`src/rtl/riscv_alu_pkg.sv`:
```
// Shared types and op-code helpers for the sequential RISC-V ALU.
package riscv_alu_pkg;

  typedef enum logic [4:0] {
    OP_AND    = 5'b00000,
    OP_OR     = 5'b00001,
    OP_ADD    = 5'b00010,
    OP_SLTU   = 5'b00011,
    OP_SUB    = 5'b00110,
    OP_SLT    = 5'b00111,
    OP_SRL    = 5'b01000,
    OP_SLL    = 5'b01001,
    OP_SRA    = 5'b01010,
    OP_XOR    = 5'b01101,
    OP_MUL    = 5'b10000,
    OP_MULH   = 5'b10001,
    OP_MULHSU = 5'b10010,
    OP_MULHU  = 5'b10011,
    OP_DIV    = 5'b10100,
    OP_DIVU   = 5'b10101,
    OP_REM    = 5'b10110,
    OP_REMU   = 5'b10111
  } alu_op_e;

  typedef enum logic [1:0] {
    ST_IDLE = 2'b00,
    ST_CALC = 2'b01,
    ST_DONE = 2'b10
  } alu_state_e;

  function automatic logic is_iterative(input logic [4:0] op);
    return op[4:3] == 2'b10;
  endfunction

  function automatic logic is_div(input logic [4:0] op);
    return op[4:2] == 3'b101;
  endfunction

endpackage

```
`src/rtl/riscv_alu_if.sv`:
```
// Request/response handshake bundle between operand fetch, the ALU and writeback.
interface riscv_alu_if #(parameter int XLEN = 32);

  logic            in_valid;
  logic            in_ready;
  logic [XLEN-1:0] op1;
  logic [XLEN-1:0] op2;
  logic [4:0]      alu_op;
  logic            out_valid;
  logic            out_ready;
  logic [XLEN-1:0] result;
  logic            zero;
  logic            illegal;

  modport master (
    output in_valid, op1, op2, alu_op, out_ready,
    input  in_ready, out_valid, result, zero, illegal
  );

  modport slave (
    input  in_valid, op1, op2, alu_op, out_ready,
    output in_ready, out_valid, result, zero, illegal
  );

endinterface

```
`src/rtl/riscv_muldiv_iter.sv`:
```
// Iterative multiply / restoring divide engine sharing one accumulator and shift register.
// Divide step logic only exists when RISCV_ALU_DIV_EN is defined.
module riscv_muldiv_iter
  import riscv_alu_pkg::*;
#(
  parameter int XLEN = 32
) (
  input  logic            clk,
  input  logic            rst_n,
  input  logic            start,
  input  logic            div,
  input  logic [1:0]      op_lo,
  input  logic [XLEN-1:0] op1,
  input  logic [XLEN-1:0] op2,
  output logic            done,
  output logic [XLEN-1:0] res
);

  localparam int CNT_W = $clog2(XLEN + 1);
  localparam logic [CNT_W-1:0] ITER_N = CNT_W'(XLEN);

  logic [XLEN-1:0]   acc_q, sreg_q, mcand_q;
  logic [CNT_W-1:0]  cnt_q;
  logic              busy_q, div_q, neg_q;
  logic [1:0]        op_lo_q;

  logic              signed_a, signed_b, neg_a, neg_b;
  logic [XLEN-1:0]   mag_a, mag_b;
  logic [XLEN:0]     sum;
  logic [XLEN-1:0]   acc_nx, sreg_nx;
  logic [2*XLEN-1:0] prod, prod_fix;
  logic [XLEN-1:0]   mul_res, div_res;

  // Division signedness lives in bit 0 (DIV/REM signed); multiply in bits 1:0.
  assign signed_a = div ? ~op_lo[0] : (op_lo != 2'b11);
  assign signed_b = div ? ~op_lo[0] : ~op_lo[1];
  assign neg_a    = signed_a & op1[XLEN-1];
  assign neg_b    = signed_b & op2[XLEN-1];
  assign mag_a    = neg_a ? -op1 : op1;
  assign mag_b    = neg_b ? -op2 : op2;

`ifdef RISCV_ALU_DIV_EN
  logic            neg_rem_q;
  logic [XLEN:0]   trial, diff;
  logic [XLEN-1:0] quo, rem;
`endif

  always_comb begin
    sum     = {1'b0, acc_q} + (sreg_q[0] ? {1'b0, mcand_q} : '0);
    acc_nx  = sum[XLEN:1];
    sreg_nx = {sum[0], sreg_q[XLEN-1:1]};
`ifdef RISCV_ALU_DIV_EN
    trial = {acc_q, sreg_q[XLEN-1]};
    diff  = trial - {1'b0, mcand_q};
    if (div_q) begin
      acc_nx  = diff[XLEN] ? trial[XLEN-1:0] : diff[XLEN-1:0];
      sreg_nx = {sreg_q[XLEN-2:0], ~diff[XLEN]};
    end
`endif
  end

  always_ff @(posedge clk or negedge rst_n) begin
    if (!rst_n) begin
      acc_q     <= '0;
      sreg_q    <= '0;
      mcand_q   <= '0;
      cnt_q     <= '0;
      busy_q    <= 1'b0;
      div_q     <= 1'b0;
      neg_q     <= 1'b0;
      op_lo_q   <= '0;
`ifdef RISCV_ALU_DIV_EN
      neg_rem_q <= 1'b0;
`endif
    end else if (start) begin
      acc_q     <= '0;
      sreg_q    <= div ? mag_a : mag_b;
      mcand_q   <= div ? mag_b : mag_a;
      cnt_q     <= ITER_N;
      busy_q    <= 1'b1;
      div_q     <= div;
      neg_q     <= neg_a ^ neg_b;
      op_lo_q   <= op_lo;
`ifdef RISCV_ALU_DIV_EN
      neg_rem_q <= neg_a;
`endif
    end else if (busy_q) begin
      acc_q  <= acc_nx;
      sreg_q <= sreg_nx;
      cnt_q  <= cnt_q - 1'b1;
      if (cnt_q == CNT_W'(1)) busy_q <= 1'b0;
    end
  end

  // The last step's next-state values are handed out directly so the result
  // lands on the same edge as the final iteration.
  assign done     = busy_q && (cnt_q == CNT_W'(1));
  assign prod     = {acc_nx, sreg_nx};
  assign prod_fix = neg_q ? -prod : prod;
  assign mul_res  = (op_lo_q == 2'b00) ? prod_fix[XLEN-1:0] : prod_fix[2*XLEN-1:XLEN];

`ifdef RISCV_ALU_DIV_EN
  assign quo     = neg_q ? -sreg_nx : sreg_nx;
  assign rem     = neg_rem_q ? -acc_nx : acc_nx;
  assign div_res = op_lo_q[1] ? rem : quo;
`else
  assign div_res = '0;
`endif

  assign res = div_q ? div_res : mul_res;

endmodule

```
`src/rtl/riscv_alu_seq.sv`:
```
// Multi-cycle RV32I/RV64I ALU with iterative M-extension behind valid/ready handshakes.
// Define RISCV_ALU_DIV_EN to build the divider; otherwise DIV/DIVU/REM/REMU report illegal.
module riscv_alu_seq
  import riscv_alu_pkg::*;
#(
  parameter int XLEN    = 32,
  parameter int SHAMT_W = $clog2(XLEN)
) (
  input logic       clk,
  input logic       rst_n,
  riscv_alu_if.slave bus
);

  // state | meaning
  // IDLE  | no result held, ready for a new op
  // CALC  | multiply/divide iterating, one bit per cycle
  // DONE  | result held on the output until out_ready

`ifdef RISCV_ALU_DIV_EN
  localparam bit DIV_EN = 1'b1;
`else
  localparam bit DIV_EN = 1'b0;
`endif

  alu_state_e        state_q, state_nx;
  logic [4:0]        op;
  logic              accept, div_op, iter_op, iter_done;
  logic              sc_illegal;
  logic [XLEN-1:0]   sc_result, iter_res;
  logic [SHAMT_W-1:0] shamt;

  assign op     = bus.alu_op;
  assign shamt  = bus.op2[SHAMT_W-1:0];
  assign div_op = DIV_EN && is_div(op);
  // Divide by zero is resolved on the single-cycle path without touching the engine.
  assign iter_op = is_iterative(op) && (!is_div(op) || (div_op && (bus.op2 != '0)));

  assign bus.in_ready  = (state_q == ST_IDLE) || ((state_q == ST_DONE) && bus.out_ready);
  assign bus.out_valid = (state_q == ST_DONE);
  assign accept        = bus.in_valid && bus.in_ready;

  always_comb begin
    sc_result  = '0;
    sc_illegal = 1'b0;
    case (op)
      OP_AND:  sc_result = bus.op1 & bus.op2;
      OP_OR:   sc_result = bus.op1 | bus.op2;
      OP_XOR:  sc_result = bus.op1 ^ bus.op2;
      OP_ADD:  sc_result = bus.op1 + bus.op2;
      OP_SUB:  sc_result = bus.op1 - bus.op2;
      OP_SLTU: sc_result = {{(XLEN-1){1'b0}}, (bus.op1 < bus.op2)};
      OP_SLT:  sc_result = {{(XLEN-1){1'b0}}, ($signed(bus.op1) < $signed(bus.op2))};
      OP_SRL:  sc_result = bus.op1 >> shamt;
      OP_SLL:  sc_result = bus.op1 << shamt;
      OP_SRA:  sc_result = $signed(bus.op1) >>> shamt;
      OP_DIV, OP_DIVU: begin
        if (DIV_EN) sc_result = '1;
        else        sc_illegal = 1'b1;
      end
      OP_REM, OP_REMU: begin
        if (DIV_EN) sc_result = bus.op1;
        else        sc_illegal = 1'b1;
      end
      default: sc_illegal = 1'b1;
    endcase
  end

  riscv_muldiv_iter #(.XLEN(XLEN)) u_iter (
    .clk   (clk),
    .rst_n (rst_n),
    .start (accept && iter_op),
    .div   (div_op),
    .op_lo (op[1:0]),
    .op1   (bus.op1),
    .op2   (bus.op2),
    .done  (iter_done),
    .res   (iter_res)
  );

  always_ff @(posedge clk or negedge rst_n) begin
    if (!rst_n) state_q <= ST_IDLE;
    else        state_q <= state_nx;
  end

  always_comb begin
    state_nx = state_q;
    case (state_q)
      ST_IDLE: if (accept) state_nx = iter_op ? ST_CALC : ST_DONE;
      ST_CALC: if (iter_done) state_nx = ST_DONE;
      ST_DONE: begin
        if (bus.out_ready) begin
          if (accept) state_nx = iter_op ? ST_CALC : ST_DONE;
          else        state_nx = ST_IDLE;
        end
      end
      default: state_nx = ST_IDLE;
    endcase
  end

  always_ff @(posedge clk or negedge rst_n) begin
    if (!rst_n) begin
      bus.result  <= '0;
      bus.zero    <= 1'b0;
      bus.illegal <= 1'b0;
    end else if (iter_done) begin
      bus.result  <= iter_res;
      bus.zero    <= (iter_res == '0);
      bus.illegal <= 1'b0;
    end else if (accept && !iter_op) begin
      bus.result  <= sc_result;
      bus.zero    <= (sc_result == '0);
      bus.illegal <= sc_illegal;
    end
  end

endmodule

```
`src/flat_wrapper.sv`:
```
// flat-port wrapper written by rule: the top's interface ports become plain ports
module riscv_alu_seq_flat import riscv_alu_pkg::*;
#(
  parameter int XLEN    = 32,
  parameter int SHAMT_W = $clog2(XLEN)
)
  (clk, rst_n, bus_in_valid, bus_op1, bus_op2, bus_alu_op, bus_out_ready, bus_in_ready, bus_out_valid, bus_result, bus_zero, bus_illegal);
  riscv_alu_if #(.XLEN(XLEN)) bus_i ();
  input logic clk;
  input logic rst_n;
  input wire logic [$bits(bus_i.in_valid)-1:0] bus_in_valid;
  input wire logic [$bits(bus_i.op1)-1:0] bus_op1;
  input wire logic [$bits(bus_i.op2)-1:0] bus_op2;
  input wire logic [$bits(bus_i.alu_op)-1:0] bus_alu_op;
  input wire logic [$bits(bus_i.out_ready)-1:0] bus_out_ready;
  output wire logic [$bits(bus_i.in_ready)-1:0] bus_in_ready;
  output wire logic [$bits(bus_i.out_valid)-1:0] bus_out_valid;
  output wire logic [$bits(bus_i.result)-1:0] bus_result;
  output wire logic [$bits(bus_i.zero)-1:0] bus_zero;
  output wire logic [$bits(bus_i.illegal)-1:0] bus_illegal;
  assign bus_i.in_valid = bus_in_valid;
  assign bus_i.op1 = bus_op1;
  assign bus_i.op2 = bus_op2;
  assign bus_i.alu_op = bus_alu_op;
  assign bus_i.out_ready = bus_out_ready;
  assign bus_in_ready = bus_i.in_ready;
  assign bus_out_valid = bus_i.out_valid;
  assign bus_result = bus_i.result;
  assign bus_zero = bus_i.zero;
  assign bus_illegal = bus_i.illegal;
  riscv_alu_seq #(.XLEN(XLEN), .SHAMT_W(SHAMT_W)) u_core (.clk(clk), .rst_n(rst_n), .bus(bus_i));
endmodule
```
`config.mk`:
```
export PLATFORM = sky130hd
export DESIGN_NAME = riscv_alu_seq_flat
export DESIGN_NICKNAME = d
export VERILOG_FILES = /design/src/rtl/riscv_alu_pkg.sv /design/src/rtl/riscv_alu_if.sv /design/src/rtl/riscv_muldiv_iter.sv /design/src/rtl/riscv_alu_seq.sv /design/src/flat_wrapper.sv
export SDC_FILE = /design/constraint.sdc
export NUM_CORES = 1
export LEC_CHECK = 0
export BUFFER_PORTS_ARGS = -buffer_cell sky130_fd_sc_hd__buf_2
export CAP_MARGIN = 5
export CORE_ASPECT_RATIO = 1.25
export CORE_UTILIZATION = 45
export CTS_BUF_LIST = sky130_fd_sc_hd__clkbuf_2 sky130_fd_sc_hd__clkbuf_4 sky130_fd_sc_hd__clkbuf_8
export CTS_CLUSTER_SIZE = 24
export DETAILED_ROUTE_END_ITERATION = 8
export PLACE_DENSITY_LB_ADDON = 0.3
export SKIP_LAST_GASP = 1
export SYNTH_ARGS = -nofsm -noshare
export SYNTH_HDL_FRONTEND = slang
export SYNTH_SLANG_ARGS = --single-unit
```
`constraint.sdc`:
```
create_clock -name clk -period 7.55 [get_ports clk]
set_clock_uncertainty 0.15 [all_clocks]
set_input_delay 1.51 -clock clk [delete_from_list [all_inputs] [get_ports clk]]
set_output_delay 1.51 -clock clk [all_outputs]
set_load 0.005 [all_outputs]
```
==> load_flow_metrics.sql <==
INSERT INTO impl_metrics (metric_group, metric, value, unit) VALUES
('grt', 'grt_pass1_vias', '20763', ''),
('clock_tree', 'clock_pin_slew_on_the_worst_setup_and_hold_paths', '90', 'ps'),
('synthesis', 'synth-adder-area-share', '0.08746', ''),
('power_and_ir_drop', 'leakagePower', '8.996', 'nW'),
('clock_tree', 'clock_tree_root_buffer_cell', 'clkbuf_8', ''),
('power_and_ir_drop', 'power.density', '263.5', 'nW/um^2'),
('timing', 'final-setup-viol-count', '0', ''),
('timing', 'max_transition_viols_final', '0', ''),
('floorplan', 'rows', '85', ''),
('floorplan', 'design.portCount', '109', ''),
('synthesis', 'dominantRegCellSynth', 'dfrtp_1', ''),
('clock_tree', 'clock-sinks', '142', ''),
('timing', 'timing.final.crit_period', '6838', 'ps'),
('worst_setup_path', 'worstSetupEndpointType', 'register', ''),
('synthesis', 'synth_compound_area_frac', '0.2694', ''),
('worst_setup_path', 'setup.worst_path.start_class', 'register', ''),
('synthesis', 'register_bit_count_reported_by_yosys', '142', ''),
('clock_tree', 'htreeDepth', '4', ''),
('clock_tree', 'postcts_resize_cnt', '0', ''),
('clock_tree', 'clk_latency', '500', 'ps'),
('synthesis', 'synth-warning-count', '0', ''),
('place', 'gpl.final_weighted_congestion', '1.082', ''),
('timing', 'achievable-frequency', '146.2', 'MHz'),
('worst_setup_path', 'critical_path.cell_chain', 'buf_4, and2_1, ha_1, or4_1, or3_1, nor4_1, o2111ai_1, or3_1, o31ai_1, xor2_1, o21ai_1, or4b_1, a211o_1, or4_1, or4_1, a31oi_1', ''),
('place', 'port_buffers', '108', ''),
('worst_setup_path', 'crit_family', 'simple AND/OR/NAND/NOR gates', ''),
('synthesis', 'synth.yosys.seq_area_share', '0.1790', ''),
('finish', 'fillers', '4433', ''),
('synthesis', 'yosys.area_share.simple', '0.2122', ''),
('route', 'met3WireLength', '7.614', 'mm'),
('synthesis', 'synthDistinctLibCells', '80', ''),
('clock_tree', 'tritoncts', 'yes', ''),
('timing', 'setup-tns-final', '0', 'ps'),
('route', 'postRouteAntennaNets', '0', ''),
('synthesis', 'synth.top_cell.area_share', '0.1790', ''),
('floorplan', 'floorplan.die.height', '236.9', 'um'),
('route', 'wl_met2', '42.57', 'mm'),
('floorplan', 'floorplan.core_area', '43290', 'sq um'),
('grt', 'globalRoute.totalOverflow', '0', ''),
('synthesis', 'count_of_flip_flops_with_a_built_in_enable_after_synthesis', '0', ''),
('synthesis', 'mappedNetlistNets', '2821', ''),
('timing', 'relSlewSlack', '0.2084', ''),
('timing', 'worst-slew-pin-transition', '1183', 'ps'),
('grt', 'grtUsageTotal', '0.4012', ''),
('status', 'result_of_the_run', 'finished clean', ''),
('synthesis', 'area_of_the_mapped_netlist', '19860', 'sq um'),
('finish', 'layout.area.seq', '3557', 'sq um'),
('synthesis', 'synth_instances', '2611', ''),
('route', 'first_pass_iters', '6', ''),
('worst_setup_path', 'cp_max_fo', '24', ''),
('route', 'via_density_per_instance', '6.779', ''),
('floorplan', 'chipWidth', '189.9', 'um'),
('route', 'route.final.wire_length', '90.79', 'mm'),
('clock_tree', 'post_cts_buffers', '0', ''),
('clock_tree', 'holdBufCountCts', '0', ''),
('synthesis', 'syn-mean-instance-area', '7.605', 'sq um'),
('worst_setup_path', 'timing.setup.critical_path_class', 'reg -> reg', ''),
('synthesis', 'post_synth_mux_area_share', '0.1320', ''),
('timing', 'timing.final.crit_share', '0.9058', ''),
('worst_setup_path', 'cp.arrival', '7100', 'ps'),
('synthesis', 'synth.area.top_cells', 'dfrtp_1 18%, ha_1 8.4%, mux4_2 7.5%', ''),
('synthesis', 'post_synth_xor_xnor_area', '0.06352', ''),
('route', 'post-route-drc-count', '0', ''),
('route', 'top_layer_used', 'met5', ''),
('flow_run', 'cap_viol_max_count', '0', ''),
('route', 'wl_per_cell', '28.57', 'um'),
('floorplan', 'die-area', '44980', 'sq um'),
('finish', 'area_delta_synth_final', '6.534', '%'),
('synthesis', 'post_synthesis_cell_type_with_the_largest_combined_area', 'dfrtp_1', ''),
('worst_setup_path', 'critical-path-slowest-cell', 'or4_1', ''),
('synthesis', 'postSynth.asyncResetShare', '1.000', '');
==> Yosys cell counts, types with 7 or more instances <==
library cell	instances
mux4_2	66
a22oi_1	21
a22o_1	11
and4_1	8
and2_1	51
a221oi_1	12
o21a_1	7
o2111ai_1	10
nand4_1	27
a211oi_1	46
a2111oi_0	15
o21ai_0	225
xor2_1	35
o31ai_1	40
xnor2_1	109
or2_2	12
nor4_1	26
nor3_1	68
ha_1	134
nor2_1	258
nor2b_1	15
a211o_1	16
mux2i_1	101
o41ai_1	11
buf_1	30
nand2b_1	16
dfrtp_1	142
or3_1	33
o22ai_1	26
o21bai_1	16
o211ai_1	58
a31oi_1	35
nand3_1	47
a32oi_1	8
or4_1	19
nand2_1	255
clkbuf_1	155
a21o_1	28
o221ai_1	12
inv_1	109
and3_1	29
a21oi_1	175
mux2_2	11
==> cell usage in the layout (no fill, tap or decap), types with 15 or more instances in the layout <==
cell,count
a31oi_1,35
nor2_1,255
nor2b_1,15
o21bai_1,16
nand4_1,27
a21oi_1,175
nand2_1,255
a22oi_1,21
xor2_1,35
nand3_1,47
a211oi_1,46
a211o_1,16
nor4_1,26
nand2b_1,16
o211ai_1,58
o22ai_1,26
nor3_1,67
xnor2_1,109
or4_1,19
a2111oi_0,15
or3_1,33
and2_1,51
inv_1,109
o21ai_0,225
clkbuf_8,18
buf_2,105
o31ai_1,40
ha_1,134
mux2i_1,101
dfrtp_1,141
mux4_2,66
a21o_1,28
buf_4,44
and3_1,28
==> flip-flops by register name, indices dropped and copies added, names as in the netlist <==
name,flops
u_core.u_iter.acc_q,32
u_core.u_iter.sreg_q,32
u_core.u_iter.cnt_q,6
u_core.u_iter.busy_q,1
u_core.u_iter.mcand_q,32
u_core.bus.result,32
u_core.state_q,2
u_core.bus.zero,1
u_core.bus.illegal,1
u_core.u_iter.op_lo_q,2
u_core.u_iter.neg_q,1
==> stage by stage <==
stage                     total power [mW]  cells  instance area [sq um]    util  setup WS [ps]
final                                5.573   3178                  21150  0.4887          711.5
after global routing                 5.994   3173                  21140  0.4884          370.6
after CTS                            5.497   3173                  21140  0.4884          811.9
after detailed placement             4.885   3141                  20770  0.4799          876.6
after global placement               4.836   3141                  20770  0.4799          929.5
after floorplan                      3.822   2611                  19860       -           1538
==> metal layers <==
metal  GRT usage  vias up
met2      0.6620     1193
li1            -     9675
met3     0.06981      301
met4      0.2688        4
met1      0.4743    10370
met5           0        -
==> report_power, final <==
part	internal [mW]	leakage (nW)	switching, mW
combinational	1.33	7.07	2.26
sequential	1.06	1.74	0.316
clock	0.247	0.183	0.353
==> area by class of cell <==
class / count / area share
Tap cell: 565 / 0.03342
Clock inverter: 14 / 0.005796
Inverter: 114 / 0.02023
Clock buffer: 18 / 0.01171
Sequential cell: 142 / 0.1682
Antenna cell: 5 / 0.0005915
Timing Repair Buffer: 150 / 0.04099
Multi-Input combinational cell: 2170 / 0.7191
==> worst register-to-register path, stage by stage, from the launching register on <==
cell and delay (ps):
dfrtp_1 480, buf_4 340, and2_1 180, ha_1 370, or4_1 740, or3_1 400
nor4_1 530, o2111ai_1 260, or3_1 460, o31ai_1 330, xor2_1 220, o21ai_1 130
or4b_1 520, a211o_1 300, or4_1 520, or4_1 620, a31oi_1 190
==> final timing paths <==
kind	from	to	slack, ps	cells past startpoint
setup / recovery	u_core.u_iter.sreg_q[0]	u_core.bus.zero	710	16
hold / removal	u_core.u_iter.mcand_q[31]	u_core.u_iter.mcand_q[31]	330	2
setup reg to reg	u_core.u_iter.sreg_q[0]	u_core.bus.zero	710	16
hold reg to reg	u_core.u_iter.mcand_q[31]	u_core.u_iter.mcand_q[31]	330	2
max in group asynchronous	rst_n	u_core.u_iter.sreg_q[24]	5040	2
min in group asynchronous	rst_n	u_core.u_iter.cnt_q[5]	940	1
==> logic make-up (layout without fill, tap and decap cells) <==
logic type / Yosys count / after routing
flip-flops: 142 / 142
other: 0 / 5
AO/OA/AOI/OAI: 827 / 827
AND/OR/NAND/NOR: 884 / 884
multiplexers: 178 / 178
XOR/XNOR: 144 / 144
adder cells (fa/ha/maj): 137 / 137
buffers and inverters: 299 / 296
Power figures use the tool's default switching activity.
